`config.mk`:
```
export PLATFORM = sky130hd
export DESIGN_NAME = max7219_fifo_sched
export DESIGN_NICKNAME = d
export VERILOG_FILES = /design/src/rtl/max7219_pkg.sv /design/src/rtl/max7219_fifo_sched.sv
export SDC_FILE = /design/constraint.sdc
export NUM_CORES = 1
export LEC_CHECK = 0
export ABC_AREA = 1
export CAP_MARGIN = 5
export CORE_ASPECT_RATIO = 0.6
export CORE_MARGIN = 4
export CORE_UTILIZATION = 40
export DETAILED_ROUTE_END_ITERATION = 12
export GPL_ROUTABILITY_DRIVEN = 1
export PLACE_DENSITY_LB_ADDON = 0.25
export SETUP_SLACK_MARGIN = 0.4
export SLEW_MARGIN = 20
export SYNTH_ARGS = -nofsm -noshare
export SYNTH_HDL_FRONTEND = slang
export SYNTH_SLANG_ARGS = --single-unit
```
`constraint.sdc`:
```
create_clock -name i_clk -period 1.6 [get_ports i_clk]
set_input_delay 0.32 -clock i_clk [delete_from_list [all_inputs] [get_ports i_clk]]
set_output_delay 0.32 -clock i_clk [all_outputs]
set_load 0.02 [all_outputs]
```
`src/rtl/max7219_pkg.sv`:
```
// Shared constants, FSM state type and init ROM for the MAX7219 command scheduler.
package max7219_pkg;

  localparam logic [7:0] RegNoop      = 8'h00;
  localparam logic [7:0] RegDecode    = 8'h09;
  localparam logic [7:0] RegIntensity = 8'h0A;
  localparam logic [7:0] RegScanLimit = 8'h0B;
  localparam logic [7:0] RegShutdown  = 8'h0C;
  localparam logic [7:0] RegTest      = 8'h0F;

  localparam int unsigned InitLen = 6;

  typedef enum logic [1:0] {StInit, StIdle, StSend} state_e;

  // Start shut down, configure, leave test mode, then wake the display last.
  function automatic logic [15:0] init_rom(input logic [2:0] idx,
                                           input logic [2:0] scan_limit,
                                           input logic [3:0] intensity,
                                           input logic [7:0] decode);
    logic [15:0] word;
    case (idx)
      3'd0:    word = {RegShutdown, 8'h00};
      3'd1:    word = {RegScanLimit, 5'b0, scan_limit};
      3'd2:    word = {RegDecode, decode};
      3'd3:    word = {RegIntensity, 4'b0, intensity};
      3'd4:    word = {RegTest, 8'h00};
      3'd5:    word = {RegShutdown, 8'h01};
      default: word = {RegNoop, 8'h00};
    endcase
    return word;
  endfunction

endpackage

```
`src/rtl/max7219_fifo_sched.sv`:
```
// Read-side FIFO controller: plays the MAX7219 init sequence, then drains FIFO
// words to the serializer over a valid/ready handshake.
module max7219_fifo_sched
  import max7219_pkg::*;
#(
  parameter logic [2:0] SCAN_LIMIT = 3'd7,
  parameter logic [3:0] INTENSITY  = 4'd8,
  parameter logic [7:0] DECODE     = 8'h00
) (
  input  logic        i_clk,
  input  logic        i_rst,
  input  logic        i_fifo_empty,
  input  logic [15:0] i_fifo_data,
  output logic        o_fifo_rd,
  output logic        o_tx_valid,
  output logic [15:0] o_tx_data,
  input  logic        i_tx_ready,
  input  logic        i_reinit,
  output logic        o_init_done,
  output logic        o_busy
);

  state_e      r_state, w_state_next;
  logic [2:0]  r_idx, w_idx_next;
  logic        r_tx_valid, w_tx_valid_next;
  logic [15:0] r_tx_data, w_tx_data_next;
  logic        r_init_done, w_init_done_next;
  logic        r_busy;
  logic        r_reinit_pend, w_reinit_pend_next;
  logic        w_accept, w_reinit, w_fifo_rd;

  assign w_accept = r_tx_valid & i_tx_ready;
  // A request arriving in the same cycle as the decision point is honoured immediately.
  assign w_reinit = r_reinit_pend | i_reinit;

  always_comb begin
    w_state_next       = r_state;
    w_idx_next         = r_idx;
    w_tx_valid_next    = r_tx_valid;
    w_tx_data_next     = r_tx_data;
    w_init_done_next   = r_init_done;
    w_reinit_pend_next = w_reinit;
    w_fifo_rd          = 1'b0;
    unique case (r_state)
      StInit: begin
        if (!r_tx_valid) begin
          w_tx_valid_next = 1'b1;
          w_tx_data_next  = init_rom(r_idx, SCAN_LIMIT, INTENSITY, DECODE);
        end else if (w_accept) begin
          if (w_reinit) begin
            w_idx_next         = 3'd0;
            w_tx_data_next     = init_rom(3'd0, SCAN_LIMIT, INTENSITY, DECODE);
            w_reinit_pend_next = 1'b0;
            w_init_done_next   = 1'b0;
          end else if (r_idx == 3'(InitLen - 1)) begin
            w_state_next     = StIdle;
            w_tx_valid_next  = 1'b0;
            w_init_done_next = 1'b1;
          end else begin
            w_idx_next     = r_idx + 3'd1;
            w_tx_data_next = init_rom(r_idx + 3'd1, SCAN_LIMIT, INTENSITY, DECODE);
          end
        end
      end
      StIdle, StSend: begin
        if (r_state == StIdle || w_accept) begin
          if (w_reinit) begin
            w_state_next       = StInit;
            w_idx_next         = 3'd0;
            w_tx_valid_next    = 1'b1;
            w_tx_data_next     = init_rom(3'd0, SCAN_LIMIT, INTENSITY, DECODE);
            w_reinit_pend_next = 1'b0;
            w_init_done_next   = 1'b0;
          end else if (!i_fifo_empty) begin
            w_fifo_rd       = 1'b1;
            w_state_next    = StSend;
            w_tx_valid_next = 1'b1;
            w_tx_data_next  = i_fifo_data;
          end else begin
            w_state_next    = StIdle;
            w_tx_valid_next = 1'b0;
          end
        end
      end
      default: begin
        w_state_next    = StInit;
        w_idx_next      = 3'd0;
        w_tx_valid_next = 1'b0;
      end
    endcase
  end

  always_ff @(posedge i_clk) begin
    if (i_rst) begin
      r_state       <= StInit;
      r_idx         <= 3'd0;
      r_tx_valid    <= 1'b0;
      r_tx_data     <= 16'h0000;
      r_init_done   <= 1'b0;
      r_busy        <= 1'b0;
      r_reinit_pend <= 1'b0;
    end else begin
      r_state       <= w_state_next;
      r_idx         <= w_idx_next;
      r_tx_valid    <= w_tx_valid_next;
      r_tx_data     <= w_tx_data_next;
      r_init_done   <= w_init_done_next;
      r_busy        <= (w_state_next != StIdle);
      r_reinit_pend <= w_reinit_pend_next;
    end
  end

  // Reset must never pop the FIFO.
  assign o_fifo_rd   = w_fifo_rd & ~i_rst;
  assign o_tx_valid  = r_tx_valid;
  assign o_tx_data   = r_tx_data;
  assign o_init_done = r_init_done;
  assign o_busy      = r_busy;

endmodule

```
==> results of run 1 <==
-- layer usage --
| layer | wire length [um] | share of wire [%] |
|---|---|---|
| met2 | 1970 | 42 |
| met4 | 12 | 0.25 |
| met3 | 346 | 7.3 |
| met1 | 2390 | 51 |
| met5 | 0 | 0 |
-- final timing paths --
kind / to / slack [ns]
max: o_fifo_rd / -0.17
min reg2reg: o_init_done$_SDFFE_PP0P_ / 0.48
min: o_init_done$_SDFFE_PP0P_ / 0.48
max reg2reg: o_tx_data[9]$_SDFFE_PP0P_ / -0.10
-- cell usage in the layout (no fill, tap or decap), types with 3 or more instances in the layout --
cell,synthesis,final
clkdlybuf4s50_1,0,18
o21ai_0,6,3
nand2_4,2,4
a21oi_1,4,3
nand3_1,13,11
inv_1,38,33
nand2_1,103,95
nor2_2,2,8
buf_2,0,16
buf_6,3,7
nand4_1,4,4
dfxtp_2,0,3
dfxtp_1,25,20
clkbuf_8,1,3
nor2_4,2,4
buf_4,2,26
nor2_1,43,35
inv_2,3,6
ha_1,11,6
o22ai_1,3,3
nand3_2,1,3
ha_4,0,4
o21ai_1,0,3
nand2_2,3,9
-- sequential cells by signal, summed over array words and instances, names as in the netlist --
| name | cells |
|---|---|
| r_reinit_pend | 1 |
| o_tx_data | 16 |
| o_init_done | 1 |
| r_state | 2 |
| o_tx_valid | 1 |
| o_busy | 1 |
| r_idx | 3 |
-- cells by family (layout without fill, tap and decap cells) --
| family | after synthesis | count (layout) | share of synthesized area (%) |
|---|---|---|---|
| buf+inv | 49 | 120 | 13.3 |
| simple gates | 177 | 177 | 44.8 |
| fa+ha+maj | 11 | 11 | 7.99 |
| flops | 25 | 25 | 29.0 |
| compound gates | 15 | 15 | 4.87 |
-- metrics by stage --
stage / setup TNS (ns) / utilization [%] / hold WS (ns) / power [W] / area [um2]
floorplan: -0.0325 / - / 0.384 / 0.000943 / 1790
detailed placement: -4.58 / 58.7 / 0.465 / 0.00113 / 2420
finish: -1.43 / 62.4 / 0.478 / 0.00152 / 2570
global route: -3.60 / 62.4 / 0.498 / 0.00161 / 2570
global placement: -4.43 / 58.7 / 0.456 / 0.00112 / 2420
CTS: -1.21 / 63.8 / 0.482 / 0.00154 / 2630
-- power groups by stage --
stage / clock, W / sequential, W / combinational, W
finish: 0.000380 / 0.000680 / 0.000459
global route: 0.000414 / 0.000685 / 0.000507
CTS: 0.000394 / 0.000680 / 0.000463
detailed placement: 0 / 0.000695 / 0.000431
global placement: 0 / 0.000695 / 0.000427
floorplan: 0 / 0.000731 / 0.000212
-- final cells by class --
class	count	area [um2]	share of cell area [%]
Timing Repair Buffer	74	642	25.0
Tap cell	60	75.1	2.92
Multi-Input combinational cell	203	1130	43.8
Clock buffer	4	45.0	1.75
Sequential cell	25	512	19.9
Inverter	42	170	6.62
-- repair_timing --
| item | CTS | global route |
|---|---|---|
| endpoints found under the setup margin | 45 | 39 |
| pin swaps | 9 | 11 |
| setup buffers | 5 | 0 |
| gates resized for setup | 103 | 18 |
| gates cloned | 1 | 0 |
-- critical path, cell delays in order, from the launching register on --
cell	delay [ns]
dfxtp_2	0.34
inv_2	0.05
ha_4	0.28
inv_6	0.03
nor2_4	0.08
o211ai_1	0.15
nor2_2	0.13
buf_6	0.12
==> results.md, run 1 <==
- Status: finished with violations
- Failing checks: setup timing
- Ys async rst share: 0%
- RSZ-0062 raised after global routing: yes
- Startpoint types: flip-flop
- Peak Freq: 0.564 GHz
- Lkg Pwr: 1.31 nW
- Library cells used by synthesis: 26
- Initial DRC Count: 99
- Nets: 381
- Met1 GRT Util: 27.2%
- DP HPWL: 3570 um
- Synth top area cells: dfxtp_1 29%, nand2_1 22%, nor2_1 9.4%
- Period minus WS final: 1.77 ns
- Reg2Reg Depth: 12
- N_diodes: 0
- Required @ worst endpoint: 1.28 ns
- Flop pwr share: 44.7%
- Filler cell count: 377
- WL per Instance: 11.6 um
- Hold depth: 2
- First-pass GRT wire length: 7700 um
- Pin count of the biggest net entering global routing: 16
- Share of the synthesized area in the top cell type: 29.0%
- CTS tree: yes
- Syn_area_per_cell: 6.22 um2
- Routed Antenna Nets: 0
- Tightest Pin Transition: 0.496 ns
- Final setup viols: 19
- Slew Limit Fails: 0
- Setup crit start: r_state[1]$_SDFF_PP0_
- Post-synth top area cell: dfxtp_1
- Sink Count: 25
- Hold Vio Cnt, Final: 0
- Mapped Area: 1720 um2
- GP Congestion: 0.901
- Worst skew pair latency: 0.27 ns
- Area growth from synthesis to layout: 49.2%
- HP Start: o_init_done$_SDFFE_PP0P_
- Clock power frac: 25.0%
- Worst Path Arrival: 1.45 ns
- Psw: 0.000476 W
- Initial core utilization: 41.8%
- Max Root-Sink Buffers: 2
- Met3 usage in global routing: 4.09%
- # IOs: 41
- Sequential fraction of the synthesis area: 29.0%
- Met2 Use GR: 26.6%
- Number of enable flip-flop cells after synthesis: 0
- Port bufs: 40
- Skew final: 0.00481 ns
- Setup CP Type: reg2out
- Via count: 1853
- PnR worst setup slack: -0.172 ns
- Die width: 92.7 um
- Switch share: 31.3%
- Placed Instances: 398
- CTS Hold Buffers Added: 0
- Dpl ws: -0.687 ns
- Top FF cell, synth: dfxtp_1
- Syn Nets: 309
- Maximum vdd ir drop: 601 uV
- Placeable Area: 4120 um2
- Clk root buf: clkbuf_8
- Share of cells above drive strength 1: 31.0%
- Worst slew margin: 66.9%
- Register bit count reported by yosys: 25
- Initial antenna violation count: 0
- Grt peak-use layer: met1
- Post-route DRC violation count: 0
- Post-synth top cells: 103 x nand2_1, 43 x nor2_1, 38 x inv_1, 25 x dfxtp_1, 13 x nand3_1
- Non-Filler Instances: 408
- Die height: 58.8 um
- Combinational Power Share: 30.2%
- Vias per cell: 4.54
- Critical R2R Launch: r_state[1]$_SDFF_PP0_
- Overall Global Routing Usage: 17.8%
- Max-cap violations: 0
- Maximum fanout along the worst path: 2
- Power Dens Cells: 591 nW/um2
- First drt pass iteration count: 4
- Instance count of the mapped netlist: 277
- Reg clk slew, reported paths: 0.08 ns
- Final WL: 4710 um
- CTS buffer count: 3
- Vias in the first global route: 1651
- Final period util: 111%
- Internal Power: 0.00104 W
- Hold Crit Class: reg2reg
- Core Rows: 18
- CP endpoint kind: primary output
- Synthesis warning total: 0
- H-tree depth: 1
- Gr ovfl total: 0
- Top-count cell post-synth: nand2_1
- Die area: 5460 um2
Note: power is estimated with default switching activity, not from simulation.
==> run 2, diff against run 1 <==
==> constraint.sdc (replaced) <==
create_clock -name i_clk -period 1.6 [get_ports i_clk]
set_input_delay 0.32 -clock i_clk [delete_from_list [all_inputs] [get_ports i_clk]]
set_output_delay 0.32 -clock i_clk [all_outputs]
set_load 0.005 [all_outputs]
==> run 2 against run 1 <==
Net effect:
- clock skew decreased by 0.0027 ns
- combinational power fell by 9.6%
- final cell count grew 1.2%
- highest routed layer unchanged
- clock power barely moved
- the flow still finishes with violations (setup timing)
- via count increased by 0.76%
- register-to-register slack barely moved
- total power down 2.6%
- largest power group unchanged
==> results.md, run 2 (same netlist as run 1, synthesis figures left out) <==
- Slew Limit Fails: 0 (unchanged)
- Worst Path Arrival: 1.41 ns (-0.04 ns)
- Pin count of the biggest net entering global routing: 16 (unchanged)
- Vias in the first global route: 1668 (+1.0%)
- Placed standard-cell area: 2430 um2 (+0.21%)
- CTS buffer count: 3 (unchanged)
- Startpoint types: input pin
- Power Dens Cells: 566 nW/um2 (-4.2%)
- Placeable Area: 4120 um2 (unchanged)
- Tightest Pin Transition: 0.455 ns (-0.0419 ns)
- Reg clk slew, reported paths: 0.09 ns (about the same)
- Initial DRC Count: 79 (-20%)
- Lkg Pwr: 1.33 nW (+1.4%)
- FF-to-FF setup slack: -0.10 ns (about the same)
- H-tree depth: 1 (unchanged)
- Max reg flops: 16 (unchanged)
- Clk root buf: clkbuf_8
- N_diodes: 0 (unchanged)
- Multi-input logic area: 1090 um2 (-3.6%)
- Max Root-Sink Buffers: 2 (unchanged)
- Sink Count: 25 (unchanged)
- Share of cells above drive strength 1: 30.0% (-1.0 points)
- Final period util: 108% (-2.8 points)
- Final WL: 4620 um (-2.1%)
- PnR worst setup slack: -0.126 ns (+0.0455 ns)
- Die area: 5460 um2 (unchanged)
- First-pass GRT wire length: 7580 um (-1.5%)
- Hold Vio Cnt, Final: 0 (unchanged)
- Initial core utilization: 41.8% (unchanged)
- Via count: 1867 (+0.76%)
- RSZ-0062 raised after global routing: yes
- FF/Latch Area: 527 um2 (+2.9%)
- Maximum fanout along the worst path: 4 (+2)
- Maximum vdd ir drop: 344 uV (-43%)
- Failing checks: setup timing
- Core Rows: 18 (unchanged)
- Vias per cell: 4.52 (-0.46%)
- Port bufs: 40 (unchanged)
- GP Congestion: 0.883 (-1.9%)
- Final instance area: 2620 um2 (+1.7%)
- Commonest non-fill, non-tap cells in the layout: 92 x nand2_1, 37 x nor2_1, 34 x inv_1
- Nets: 386 (+1.3%)
- Skew final: 0.00209 ns (-0.00272 ns)
- DP HPWL: 3650 um (+2.1%)
- Die width: 92.7 um (unchanged)
- Core Util, Final: 63.4% (+1.1 points)
- Worst skew pair latency: 0.27 ns (about the same)
- Hold Crit Class: reg2reg
- Die height: 58.8 um (unchanged)
- Setup CP Type: in2out
- CTS tree: yes
- Required @ worst endpoint: 1.28 ns (about the same)
- Max-cap violations: 0 (unchanged)
- CTS Hold Buffers Added: 0 (unchanged)
- Setup TNS: -0.964 ns (+0.467 ns)
- Final setup viols: 18 (-1)
- Overall Global Routing Usage: 17.5% (-0.32 points)
- Peak Freq: 0.579 GHz (+2.6%)
- Commonest non-fill, non-tap cell in the layout: nand2_1
- Filler cell count: 392 (+4.0%)
- WL per Instance: 11.2 um (-3.3%)
- First drt pass iteration count: 5 (+1)
- Status: finished with violations
- Worst slew margin: 69.7% (+2.8 points)
- CP endpoint kind: primary output
- Routed Antenna Nets: 0 (unchanged)
- # IOs: 41 (unchanged)
- Initial antenna violation count: 0 (unchanged)
- Gr ovfl total: 0 (unchanged)
- Period minus WS final: 1.73 ns (-0.0455 ns)
- Area growth from synthesis to layout: 51.8%
- Post-route DRC violation count: 0 (unchanged)
run 2: cell types whose count changed in the layout (fill, tap and decap cells not counted), sizes merged:
cell / previous run / this run
buf: 52 / 41
clkbuf: 4 / 5
clkdlybuf4s15: 2 / 5
clkdlybuf4s50: 18 / 20
dlygate4sd2: 2 / 12
run 2: area by class of cell:
cell class	instances	share of cell area [%]
Multi-Input combinational cell	203	41.6
Timing Repair Buffer	79	27.1
Sequential cell	25	20.1
Inverter	42	6.60
Tap cell	60	2.87
Clock buffer	4	1.72
run 2: per-layer routing:
metal  vias to the layer above  track usage [%]  wire length, um
li1                        990                -                -
met2                        52             25.4             1950
met5                         -                0                0
met1                       823             26.2             2370
met3                         2             3.96              268
met4                         0             4.18               26
run 2: worst max-delay path: stages:
cell and delay (ns):
clkdlybuf4s50_1 0.48, nand2_4 0.13, inv_1 0.06, o211ai_1 0.23
nor2_1 0.07, buf_2 0.13
run 2: what timing repair did:
item,in CTS,in global routing
setup buffers,7,3
pin swaps,6,3
setup endpoints to repair,45,33
resized for setup,59,20
run 2: metrics by stage:
step                      setup WS (ns)  std cells  total power [W]  hold slack, ns
after floorplan                  0.0876        277         0.000910           0.384
after global placement           -0.519        399          0.00109           0.456
after detailed placement         -0.500        399          0.00110           0.463
after CTS                        -0.133        410          0.00148           0.476
after global routing             -0.199        413          0.00157           0.490
final                            -0.126        413          0.00148           0.477
run 2: power by group:
| part | internal (W) | leakage (nW) | switching, W |
|---|---|---|---|
| combinational | 0.000207 | 1.09 | 0.000209 |
| sequential | 0.000661 | 0.213 | 0.0000232 |
| clock | 0.000178 | 0.0228 | 0.000203 |
| total | 0.00105 | 1.33 | 0.000435 |
run 2: worst paths after layout:
path | from | to | cells after the start
setup reg to reg | r_state[0]$_SDFF_PP0_ | o_tx_data[1]$_SDFFE_PP0P_ | 12
hold reg to reg | o_init_done$_SDFFE_PP0P_ | o_init_done$_SDFFE_PP0P_ | 2
hold / removal | o_init_done$_SDFFE_PP0P_ | o_init_done$_SDFFE_PP0P_ | 2
setup / recovery | i_tx_ready | o_fifo_rd | 6
